### config.mk
export PLATFORM = sky130hd
export DESIGN_NAME = multicycle_control_unit
export DESIGN_NICKNAME = d
export VERILOG_FILES = /design/src/rtl/multicycle_control_unit.sv
export SDC_FILE = /design/constraint.sdc
export NUM_CORES = 1
export LEC_CHECK = 0
export ABC_CLOCK_PERIOD_IN_PS = 1900
export CAP_MARGIN = 20
export CORE_AREA = 5 5 42 44
export CTS_CLUSTER_SIZE = 16
export DETAILED_ROUTE_END_ITERATION = 10
export DIE_AREA = 0 0 47 49
export DONT_BUFFER_PORTS = 1
export PLACE_DENSITY = 0.62
export SKIP_LAST_GASP = 1
export SLEW_MARGIN = 0
export SYNTH_ARGS = -nofsm -noshare
export SYNTH_HDL_FRONTEND = slang
export SYNTH_SLANG_ARGS = --single-unit
### constraint.sdc
create_clock -name CLK -period 1.9 [get_ports CLK]
set_input_delay 0.19 -clock CLK [delete_from_list [all_inputs] [get_ports CLK]]
set_output_delay 0.19 -clock CLK [all_outputs]
set_load 0.005 [all_outputs]
### src/rtl/multicycle_control_unit.sv
// Multicycle MIPS main controller: Moore FSM sequencing fetch, decode,
// execute, memory and writeback steps, with an embedded ALU decoder.
//
// Ports:
//   CLK        rising-edge clock
//   RST        synchronous active-high reset
//   Opcode     instr[31:26]
//   Funct      instr[5:0]
//   ZeroFlag   ALU zero flag, used to resolve beq
//   ALUControl ALU operation select
//   ALUSrcA    0=PC, 1=regA
//   ALUSrcB    00=regB, 01=4, 10=SignImm, 11=SignImm<<2
//   PCSrc      00=ALUResult, 01=ALUOut, 10=jump target
//   PCEn       PC write enable
//   IorD       memory address select, 0=PC, 1=ALUOut
//   MemWrite   memory write enable
//   IRWrite    instruction register enable
//   RegDst     0=rt, 1=rd
//   MemtoReg   0=ALUOut, 1=Data
//   RegWrite   register file write enable
//   State      current state (debug)
//
// state    | meaning
// ---------+------------------------------------------
// FETCH    | read instruction, PC <= PC+4
// DECODE   | read registers, precompute branch target
// MEMADR   | compute lw/sw address
// MEMREAD  | read data memory
// MEMWB    | write loaded data to rt
// MEMWRITE | write regB to data memory
// EXECUTE  | R-type ALU operation
// ALUWB    | write ALU result to rd
// BRANCH   | compare regs, PC <= target if equal
// ADDIEX   | regA + SignImm
// ADDIWB   | write addi result to rt
// JUMP     | PC <= jump target
// 12..15   | illegal, no enables, recover to FETCH

module multicycle_control_unit #(
  parameter int Op_Size          = 6,
  parameter int ALU_Decoder_Size = 3,
  parameter int State_Size       = 4
) (
  input  logic                        CLK,
  input  logic                        RST,
  input  logic [Op_Size-1:0]          Opcode,
  input  logic [Op_Size-1:0]          Funct,
  input  logic                        ZeroFlag,
  output logic [ALU_Decoder_Size-1:0] ALUControl,
  output logic                        ALUSrcA,
  output logic [1:0]                  ALUSrcB,
  output logic [1:0]                  PCSrc,
  output logic                        PCEn,
  output logic                        IorD,
  output logic                        MemWrite,
  output logic                        IRWrite,
  output logic                        RegDst,
  output logic                        MemtoReg,
  output logic                        RegWrite,
  output logic [State_Size-1:0]       State
);

  typedef enum logic [State_Size-1:0] {
    FETCH    = 4'd0,
    DECODE   = 4'd1,
    MEMADR   = 4'd2,
    MEMREAD  = 4'd3,
    MEMWB    = 4'd4,
    MEMWRITE = 4'd5,
    EXECUTE  = 4'd6,
    ALUWB    = 4'd7,
    BRANCH   = 4'd8,
    ADDIEX   = 4'd9,
    ADDIWB   = 4'd10,
    JUMP     = 4'd11
  } state_t;

  localparam logic [Op_Size-1:0] OP_LW    = 6'b100011;
  localparam logic [Op_Size-1:0] OP_SW    = 6'b101011;
  localparam logic [Op_Size-1:0] OP_RTYPE = 6'b000000;
  localparam logic [Op_Size-1:0] OP_BEQ   = 6'b000100;
  localparam logic [Op_Size-1:0] OP_ADDI  = 6'b001000;
  localparam logic [Op_Size-1:0] OP_J     = 6'b000010;

  state_t     state_q, state_d;
  logic [1:0] alu_op;
  logic       pc_write, branch;
  logic       ir_write_raw, mem_write_raw, reg_write_raw;

  always_ff @(posedge CLK) begin
    if (RST) state_q <= FETCH;
    else     state_q <= state_d;
  end

  always_comb begin
    state_d = FETCH;
    case (state_q)
      FETCH:   state_d = DECODE;
      DECODE: begin
        case (Opcode)
          OP_LW, OP_SW: state_d = MEMADR;
          OP_RTYPE:     state_d = EXECUTE;
          OP_BEQ:       state_d = BRANCH;
          OP_ADDI:      state_d = ADDIEX;
          OP_J:         state_d = JUMP;
          default:      state_d = FETCH;
        endcase
      end
      // Opcode is held in the IR for the whole instruction, so it is still valid here.
      MEMADR:  state_d = (Opcode == OP_LW) ? MEMREAD : MEMWRITE;
      MEMREAD: state_d = MEMWB;
      EXECUTE: state_d = ALUWB;
      ADDIEX:  state_d = ADDIWB;
      default: state_d = FETCH;
    endcase
  end

  always_comb begin
    alu_op        = 2'b00;
    ALUSrcA       = 1'b0;
    ALUSrcB       = 2'b00;
    PCSrc         = 2'b00;
    IorD          = 1'b0;
    RegDst        = 1'b0;
    MemtoReg      = 1'b0;
    pc_write      = 1'b0;
    branch        = 1'b0;
    ir_write_raw  = 1'b0;
    mem_write_raw = 1'b0;
    reg_write_raw = 1'b0;
    case (state_q)
      FETCH: begin
        ALUSrcB      = 2'b01;
        ir_write_raw = 1'b1;
        pc_write     = 1'b1;
      end
      DECODE:   ALUSrcB = 2'b11;
      MEMADR, ADDIEX: begin
        ALUSrcA = 1'b1;
        ALUSrcB = 2'b10;
      end
      MEMREAD:  IorD = 1'b1;
      MEMWB: begin
        MemtoReg      = 1'b1;
        reg_write_raw = 1'b1;
      end
      MEMWRITE: begin
        IorD          = 1'b1;
        mem_write_raw = 1'b1;
      end
      EXECUTE: begin
        ALUSrcA = 1'b1;
        alu_op  = 2'b10;
      end
      ALUWB: begin
        RegDst        = 1'b1;
        reg_write_raw = 1'b1;
      end
      BRANCH: begin
        ALUSrcA = 1'b1;
        alu_op  = 2'b01;
        PCSrc   = 2'b01;
        branch  = 1'b1;
      end
      ADDIWB:   reg_write_raw = 1'b1;
      JUMP: begin
        PCSrc    = 2'b10;
        pc_write = 1'b1;
      end
      default: ;
    endcase
  end

  always_comb begin
    ALUControl = 3'b010;
    case (alu_op)
      2'b01: ALUControl = 3'b100;
      2'b10: begin
        case (Funct)
          6'b100000: ALUControl = 3'b010;
          6'b100010: ALUControl = 3'b100;
          6'b100100: ALUControl = 3'b000;
          6'b100101: ALUControl = 3'b001;
          6'b101010: ALUControl = 3'b110;
          6'b011000: ALUControl = 3'b101;
          default:   ALUControl = 3'b010;
        endcase
      end
      default: ALUControl = 3'b010;
    endcase
  end

  // Strobes are masked by RST directly so a reset in any state suppresses
  // writes in that same cycle, not just from the next edge on.
  assign PCEn     = ~RST & (pc_write | (branch & ZeroFlag));
  assign IRWrite  = ~RST & ir_write_raw;
  assign MemWrite = ~RST & mem_write_raw;
  assign RegWrite = ~RST & reg_write_raw;
  assign State    = state_q;

endmodule

Word-level counts from Yosys, hierarchy flattened
Cells that the tools add are included.
{"block": "word_totals", "register_bits": 4, "inputBits": 15, "out_inout_bits": 19, "elab_cells": 56}
{"block": "classes", "n_eq_ne": 23, "muxes": 17, "bitwise_logic": 7, "reduce_logical": 8}
{"operator": "equality test 6 bit (second input constant)", "count": 6}
{"operator": "case mux 4 bit (6 select lines)", "count": 1}
{"operator": "case mux 4 bit (5 select lines)", "count": 1}
{"operator": "equality test 4 x 3 -> 1 bit (second input constant)", "count": 4}
{"operator": "equality test 4 bit (second input constant)", "count": 4}
{"operator": "case mux 3 bit (5 select lines)", "count": 1}
{"operator": "2-to-1 mux 1 bit", "count": 9}
{"operator": "equality test 4 x 2 -> 1 bit (second input constant)", "count": 2}
{"operator": "case mux 2 bit (2 select lines)", "count": 2}
{"operator": "OR reduction 2 bit", "count": 4}
{"operator": "equality test 6 x 2 -> 1 bit (second input constant)", "count": 1}
{"operator": "equality test 6 x 3 -> 1 bit (second input constant)", "count": 1}
{"operator": "equality test 6 x 4 -> 1 bit (second input constant)", "count": 1}
{"operator": "equality test 6 x 5 -> 1 bit (second input constant)", "count": 1}
{"operator": "logical NOT 6 bit", "count": 1}
{"operator": "case mux 2 bit (3 select lines)", "count": 1}
{"operator": "case mux 3 bit (2 select lines)", "count": 1}
{"operator": "bitwise AND 1 bit", "count": 5}
{"operator": "equality test 4 x 1 -> 1 bit (second input constant)", "count": 1}
{"operator": "logical NOT 4 bit", "count": 1}
{"operator": "OR reduction 4 bit", "count": 1}
{"operator": "2-to-1 mux 3 bit", "count": 1}
{"operator": "OR reduction 3 bit", "count": 1}
{"operator": "equality test 2 x 1 -> 1 bit (second input constant)", "count": 1}
{"operator": "3 further kinds", "count": 3}

Depth between registers and ports, before layout
Gate-level depths: netlist of the first run.
{"block": "logic_depth", "ltp_word": 5, "ltp_mapped": 6}

Least setup slack after synthesis of the first run
OpenSTA, ideal clock, no wires.
{"block": "synth_timing", "path_kind": "register to output", "startpoint": "register state_q[0], in the netlist State[0]", "endpoint": "output ALUControl[0]", "t_arrival_ps": 1547, "required_ps": 1710, "slack_ps": 163, "path_stages_with_launch": 5, "n_path_buf": 1, "path_cell_list": "dfxtp_1 -> clkbuf_1 -> or3_1 -> ha_1 -> nor4b_1"}
{"block": "synth_via", "elab_chain_cells": 4}
{"item": "start, declared", "line": "85", "text": "state_t state_q, state_d;"}
{"item": "start signal, assigned", "line": "92", "text": "else state_q <= state_d;"}
{"item": "equality test 4 bit or equality test 4 x 3 -> 1 bit (tied branches)", "line": "131", "text": "case (state_q)"}
{"item": "case mux 2 bit (2 select lines) (*)", "line": "131"}
{"item": "equality test 2 bit or equality test 2 x 1 -> 1 bit (tied branches)", "line": "176", "text": "case (alu_op)"}
{"item": "case mux 3 bit (2 select lines) (*)", "line": "176"}
{"item": "end, declared", "line": "49", "text": "output logic [ALU_Decoder_Size-1:0] ALUControl,"}
Every way passes the cells marked *; elsewhere a longest branch is shown, timed or not.

Worst setup path after layout of the first run
Same ends and word-level chain as after synthesis.

==> flow_metrics.py, run 1 <==
metrics = {
    "outcome": {
        "status": "complete, no violations",
    },
    "job": {
        "max-cap-violations": 0,
    },
    "worst_setup_path": {
        "crit_required_ns": 1.71,
        "regToRegSetupSlack_ns": 0.45,
        "end_kind": "output pin",
        "critPathMaxFanout": 5,
        "arrival_ns": 1.61,
        "crit_type": "flop to output pin",
        "reg2reg_to": "State[2]",
        "rr_startpoint": "State[1]",
        "ff2ff_path_depth": 5,
        "cp-start-kind": "flop",
    },
    "final_layout": {
        "fillers": 139,
        "area_delta_synth_final_pct": 19.9,
        "nets": 104,
        "largest_reg_flops": 4,
        "n_antenna_cell": 0,
        "drive_gt1_share_pct": 23.5,
    },
    "synth": {
        "syn_nets": 99,
        "synth-seq-cells": 4,
        "yosysWarnings": 0,
        "yosys.area_share.simple_pct": 43.9,
        "synthCells": 82,
        "ys_types": 35,
        "synth_fa_ha_area_share_pct": 4.52,
        "synthXorXnorAreaFrac_pct": 3.17,
        "synth_area_um2": 553,
        "synth_flop_cell": "dfxtp_1",
        "synth_enable_flop_cells": 0,
        "seq_area_frac_synth_pct": 14.5,
        "async_flop_share_pct": 0,
        "synth_compound_area_share_pct": 26.5,
        "muxShareOfSynthArea_pct": 0,
        "synth_top_family_by_area": "simple AND/OR/NAND/NOR gates",
        "postSynthAreaPerCell_um2": 6.74,
    },
    "grt": {
        "antenna_found_initial": 0,
        "grt_usage_pct": 12.7,
        "grt_pass1_vias": 560,
        "grt.met3_usage_pct": 4.06,
        "grt_use_met1_pct": 14.0,
        "gr-usage-met2_pct": 20.6,
        "grt_overflow": 0,
        "grt_first_pass_wirelength_um": 2170,
        "top_usage_layer": "met2",
        "grt_max_degree": 13,
    },
    "clocking": {
        "clock-sinks": 4,
        "cts-hold-fix-buffers": 0,
        "htreeDepth": 1,
        "cts-root-buf": "clkbuf_4",
        "cts_buffers": 3,
        "cts_setup_buffers": 0,
        "cts.path.max_buffers": 2,
        "clk_latency_ns": 0.24,
        "clkTransAtPathRegs_ns": 0.03,
        "cts_tree": "yes",
    },
    "power": {
        "power_switching_w": 0.0000678,
        "p_comb_share_pct": 20.6,
        "ir_worst_vdd_uv": 332,
        "intPower_w": 0.000182,
        "power.share.clock_pct": 43.3,
        "seq_power_share_pct": 36.1,
        "p_leak_nw": 0.245,
        "sw_frac_of_total_pct": 27.2,
        "power_density_nw_per_um2": 377,
    },
    "route": {
        "firstDrtPassIters": 4,
        "via_per_inst": 6.07,
        "route.antenna.remaining_nets": 0,
        "drt-wirelength-per-cell_um": 14.9,
        "routed_wl_um": 1500,
        "drc_errors": 0,
        "via_count": 613,
        "first_iter_violations": 17,
    },
    "timing": {
        "slew_viol_final": 0,
        "setup_tns_ns": 0,
        "finalSetupViolCount": 0,
        "rsz0062_at_grt": "no",
        "hold_violations": 0,
        "holdWs_ns": 0.193,
        "worst_pin_slew_ns": 0.385,
        "relSlewSlack_pct": 74.1,
        "max_freq_mhz": 555,
        "finalCritPeriodShare_pct": 94.9,
        "skew_ns": 0.00680,
        "timing.final.crit_period_ns": 1.80,
    },
    "worst_hold_path": {
        "worstHoldPathType": "primary input to flop",
        "hold_path_end": "State[3]",
        "whs_path_depth": 3,
        "min_from": "Opcode[3]",
    },
    "place": {
        "gp_congestion": 0.773,
        "dpl.hpwl_um": 1190,
        "io_buffers": 0,
    },
    "die": {
        "die_area_um2": 2300,
        "die_width_um": 47,
        "start_util_pct": 39.5,
        "core_area_um2": 1400,
        "ioPinCount": 34,
        "fp.dieH_um": 49,
        "rows": 14,
    },
}
cells by family (layout without fill, tap and decap cells):
kind of cell | Yosys count | after routing
and+or+nand+nor | 40 | 40
AOI/OAI and AO/OA | 24 | 24
DFF | 4 | 4
xor gates and xnor gates | 2 | 2
adders and majority gates | 2 | 2
buffers and inverters | 10 | 13
worst max-delay path, cell delays in order, from the launching register on:
cell	delay (ns)
dfxtp_1	0.34
nand2b_4	0.17
or2_2	0.31
inv_2	0.07
ha_4	0.21
nor4b_4	0.28
power groups by stage:
stage               combinational, W  clock (W)  sequential (W)
detailed placement         0.0000490          0       0.0000908
finish                     0.0000514   0.000108       0.0000902
CTS                        0.0000493   0.000110       0.0000895
global placement           0.0000484          0       0.0000908
floorplan                  0.0000391          0       0.0000903
global route               0.0000577   0.000120       0.0000905
how the worst max path moves through the flow:
stage	startpoint	to	slack, ns	cells past startpoint
after global placement	State[0]	ALUControl[0]	0.18	5
final	State[0]	ALUControl[0]	0.1	5
after floorplan	State[0]	ALUControl[0]	0.16	4
after CTS	State[0]	ALUControl[0]	0.006	5
after detailed placement	State[2]	ALUControl[0]	0.17	4
after global routing	State[0]	ALUControl[0]	0.03	5
cell usage in the layout, fill, tap and decap left out, drive strengths merged, types with 2 or more instances in the layout:
master  synthesis  layout
nor2           10      10
a21oi           8       8
nor3            6       6
inv             6       6
o21ai           5       5
a31oi           4       4
buf             3       4
dfxtp           4       4
nand2b          4       4
nand2           3       3
clkbuf          1       3
nor3b           2       2
nand3b          2       2
o21bai          2       2
or3             2       2
or4             2       2
nor4            2       2
ha              2       2
metrics by stage:
stage | worst slack [ns] | total power, W | area (um^2) | cells | util, %
after detailed placement | 0.168 | 0.000140 | 584 | 98 | 41.7
after floorplan | 0.163 | 0.000129 | 553 | 82 | -
after global routing | 0.0289 | 0.000268 | 663 | 101 | 47.3
after CTS | 0.00589 | 0.000249 | 613 | 101 | 43.8
after global placement | 0.180 | 0.000139 | 584 | 98 | 41.7
final | 0.0974 | 0.000250 | 663 | 101 | 47.3
layer usage:
layer	wire length, um	vias up
li1	-	310
met1	604	272
met2	712	29
met3	164	2
met4	20	0
met5	0	-
synth_stat cells (all sizes together) (2+ instances only):
master	number	area [um^2]
nor2	10	37.5
a21oi	8	40.0
inv	6	22.5
nor3	6	30.0
o21ai	5	25.0
a31oi	4	25.0
dfxtp	4	80.1
nand2b	4	25.0
buf	3	15.0
nand2	3	11.3
ha	2	25.0
nand3b	2	15.0
nor3b	2	15.0
nor4	2	18.8
o21bai	2	15.0
or3	2	13.8
or4	2	18.8
repair_timing:
| action | in CTS | in global routing |
|---|---|---|
| pin swaps | 2 | 1 |
| gates resized for setup | 1 | 9 |
| cloned | 0 | 0 |
| endpoints found under the hold margin | 0 | 0 |
| endpoints found under the setup margin | 1 | 1 |
layout make-up:
cell class	instances	area, um^2	share of cell area [%]
inverter	6	22.5	3.40
multi-input combinational	68	487	73.4
tap	16	20.0	3.02
sequential	4	81.3	12.3
clock buffer	3	22.5	3.40
timing repair buffer	4	30.0	4.53
Power figures use the tool's default switching activity.
==> run 2: changes to the inputs <==
--- a/config.mk
+++ b/config.mk
@@ -8,10 +8,12 @@
 export ABC_CLOCK_PERIOD_IN_PS = 1900
 export CAP_MARGIN = 20
 export CORE_AREA = 5 5 42 44
+export CTS_BUF_LIST = sky130_fd_sc_hd__clkbuf_8
 export CTS_CLUSTER_SIZE = 16
 export DETAILED_ROUTE_END_ITERATION = 10
 export DIE_AREA = 0 0 47 49
 export DONT_BUFFER_PORTS = 1
+export HOLD_SLACK_MARGIN = 0.1
 export PLACE_DENSITY = 0.62
 export SKIP_LAST_GASP = 1
 export SLEW_MARGIN = 0
==> run 2 against run 1 <==
Compared with the run above: sequential power is essentially flat; maximum frequency shrank 1.3%; via count shrank 0.65%; final cell count is the same; sequential share of layout area shrank 0.18 points; final area grew 1.5%; register-to-register slack is essentially flat; clock power grew 66%; first-iteration DRC count shrank 5.9%; utilization grew 0.71 points; critical path depth is the same; sequential cell count is the same; critical endpoint unchanged.
==> flow_metrics.py, run 2 (synthesis results as in run 1) <==
metrics = {
    "outcome": {
        "status": "complete, no violations",
    },
    "route": {
        "drt-wirelength-per-cell_um": 15.0,
        "via_count": 609,
        "first_iter_violations": 16,
        "route.antenna.remaining_nets": 0,
        "via_per_inst": 6.03,
        "routed_wl_um": 1510,
        "firstDrtPassIters": 4,
        "drc_errors": 0,
    },
    "worst_setup_path": {
        "critPathMaxStageDelay_ns": 0.34,
        "crit_required_ns": 1.71,
        "ff2ff_path_depth": 5,
        "critical_path.cell_chain": "nand2b_4 -> or2_2 -> inv_1 -> ha_4 -> nor4b_2",
        "critPathMaxFanout": 5,
        "crit_type": "flop to output pin",
        "end_kind": "output pin",
        "path_buf_inv": 1,
        "cp-start-kind": "flop",
        "arrival_ns": 1.64,
        "cp_top_family": "simple AND/OR/NAND/NOR gates",
        "crit_path_top_delay_cell": "dfxtp_1",
        "path_depth": 5,
    },
    "die": {
        "die_area_um2": 2300,
        "die_width_um": 47,
        "ioPinCount": 34,
        "rows": 14,
        "fp.dieH_um": 49,
        "start_util_pct": 39.5,
        "core_area_um2": 1400,
    },
    "grt": {
        "grt_overflow": 0,
        "grt_use_met1_pct": 14.0,
        "grt.met3_usage_pct": 2.95,
        "grt_max_degree": 13,
        "grt_first_pass_wirelength_um": 2160,
        "grt_usage_pct": 12.5,
        "gr-usage-met2_pct": 20.6,
        "grt_pass1_vias": 561,
        "top_usage_layer": "met2",
        "antenna_found_initial": 0,
    },
    "place": {
        "dpl.hpwl_um": 1190,
        "io_buffers": 0,
        "dp_cells": 98,
        "dpl_cell_area_um2": 584,
        "gp_congestion": 0.773,
    },
    "timing": {
        "timing.final.crit_period_ns": 1.83,
        "skew_ns": 0.00432,
        "setup_tns_ns": 0,
        "worst_pin_slew_ns": 0.350,
        "slew_viol_final": 0,
        "rsz0062_at_grt": "no",
        "hold_violations": 0,
        "holdWs_ns": 0.214,
        "max_freq_mhz": 547,
        "relSlewSlack_pct": 76.3,
        "finalSetupViolCount": 0,
        "finalCritPeriodShare_pct": 96.1,
    },
    "final_layout": {
        "nets": 104,
        "fin_area_um2": 673,
        "area_delta_synth_final_pct": 21.7,
        "final_cell_mix": "10 x nor2_1, 8 x a21oi_1, 6 x inv_1, 6 x nor3_1, 5 x o21ai_0",
        "final_common_cell": "nor2_1",
        "n_antenna_cell": 0,
        "final_cell_count_no_fill": 101,
        "drive_gt1_share_pct": 22.4,
        "largest_reg_flops": 4,
    },
    "power": {
        "power.share.clock_pct": 55.9,
        "intPower_w": 0.000246,
        "ir_worst_vdd_uv": 502,
        "power_switching_w": 0.0000746,
        "p_leak_nw": 0.246,
        "power_density_nw_per_um2": 476,
        "p_comb_share_pct": 15.9,
        "sw_frac_of_total_pct": 23.3,
        "seq_power_share_pct": 28.2,
    },
    "clocking": {
        "clk_latency_ns": 0.22,
        "cts_tree": "yes",
        "htreeDepth": 1,
        "clock-sinks": 4,
        "cts_setup_buffers": 0,
        "cts-hold-fix-buffers": 0,
        "cts_buffers": 3,
        "clkTransAtPathRegs_ns": 0.03,
        "cts-root-buf": "clkbuf_8",
        "cts.path.max_buffers": 2,
    },
    "job": {
        "max-cap-violations": 0,
    },
    "worst_hold_path": {
        "whs_path_depth": 3,
        "worstHoldPathType": "primary input to flop",
    },
}
[run 2: what timing repair did]
item	4_1_cts	5_1_grt
setup endpoints to repair	1	1
resized for setup	1	7
pin swaps	1	2
[run 2: worst register-to-register path: stages, from the launching register on]
cell and delay (ns):
dfxtp_2 0.38, buf_4 0.20, nand2b_1 0.24, nor2_1 0.11, o21bai_1 0.30, nor3_1 0.11
[run 2: final timing paths]
path,start,to,slack [ns]
setup / recovery,State[0],ALUControl[0],0.07
hold reg to reg,State[0],State[2],0.74
setup reg to reg,State[1],State[2],0.44
hold / removal,Opcode[3],State[3],0.21
[run 2: final cells by class]
type / instances / area [um^2]
timing repair buffer: 4 / 30.0
clock buffer: 3 / 41.3
fill: 139 / 728
multi-input combinational: 68 / 478
inverter: 6 / 22.5
sequential: 4 / 81.3
tap: 16 / 20.0
[run 2: per-stage QoR]
stage	total power, W	setup WS (ns)	utilization, %
floorplan	0.000129	0.163	-
global placement	0.000139	0.180	41.7
detailed placement	0.000140	0.168	41.7
global route	0.000336	0.0117	48.0
CTS	0.000321	0.0146	45.1
finish	0.000321	0.0732	48.0
[run 2: power groups by stage]
stage               clock network [W]  logic [W]  registers (W)
floorplan                           0  0.0000391      0.0000903
global placement                    0  0.0000484      0.0000908
CTS                          0.000182  0.0000493      0.0000897
finish                       0.000179  0.0000511      0.0000904
global route                 0.000188  0.0000572      0.0000907
detailed placement                  0  0.0000490      0.0000908
[run 2: routing by layer]
| layer | wire (um) | up-vias |
|---|---|---|
| li1 | - | 309 |
| met1 | 611 | 273 |
| met2 | 720 | 25 |
| met3 | 159 | 2 |
| met4 | 19 | 0 |
| met5 | 0 | - |
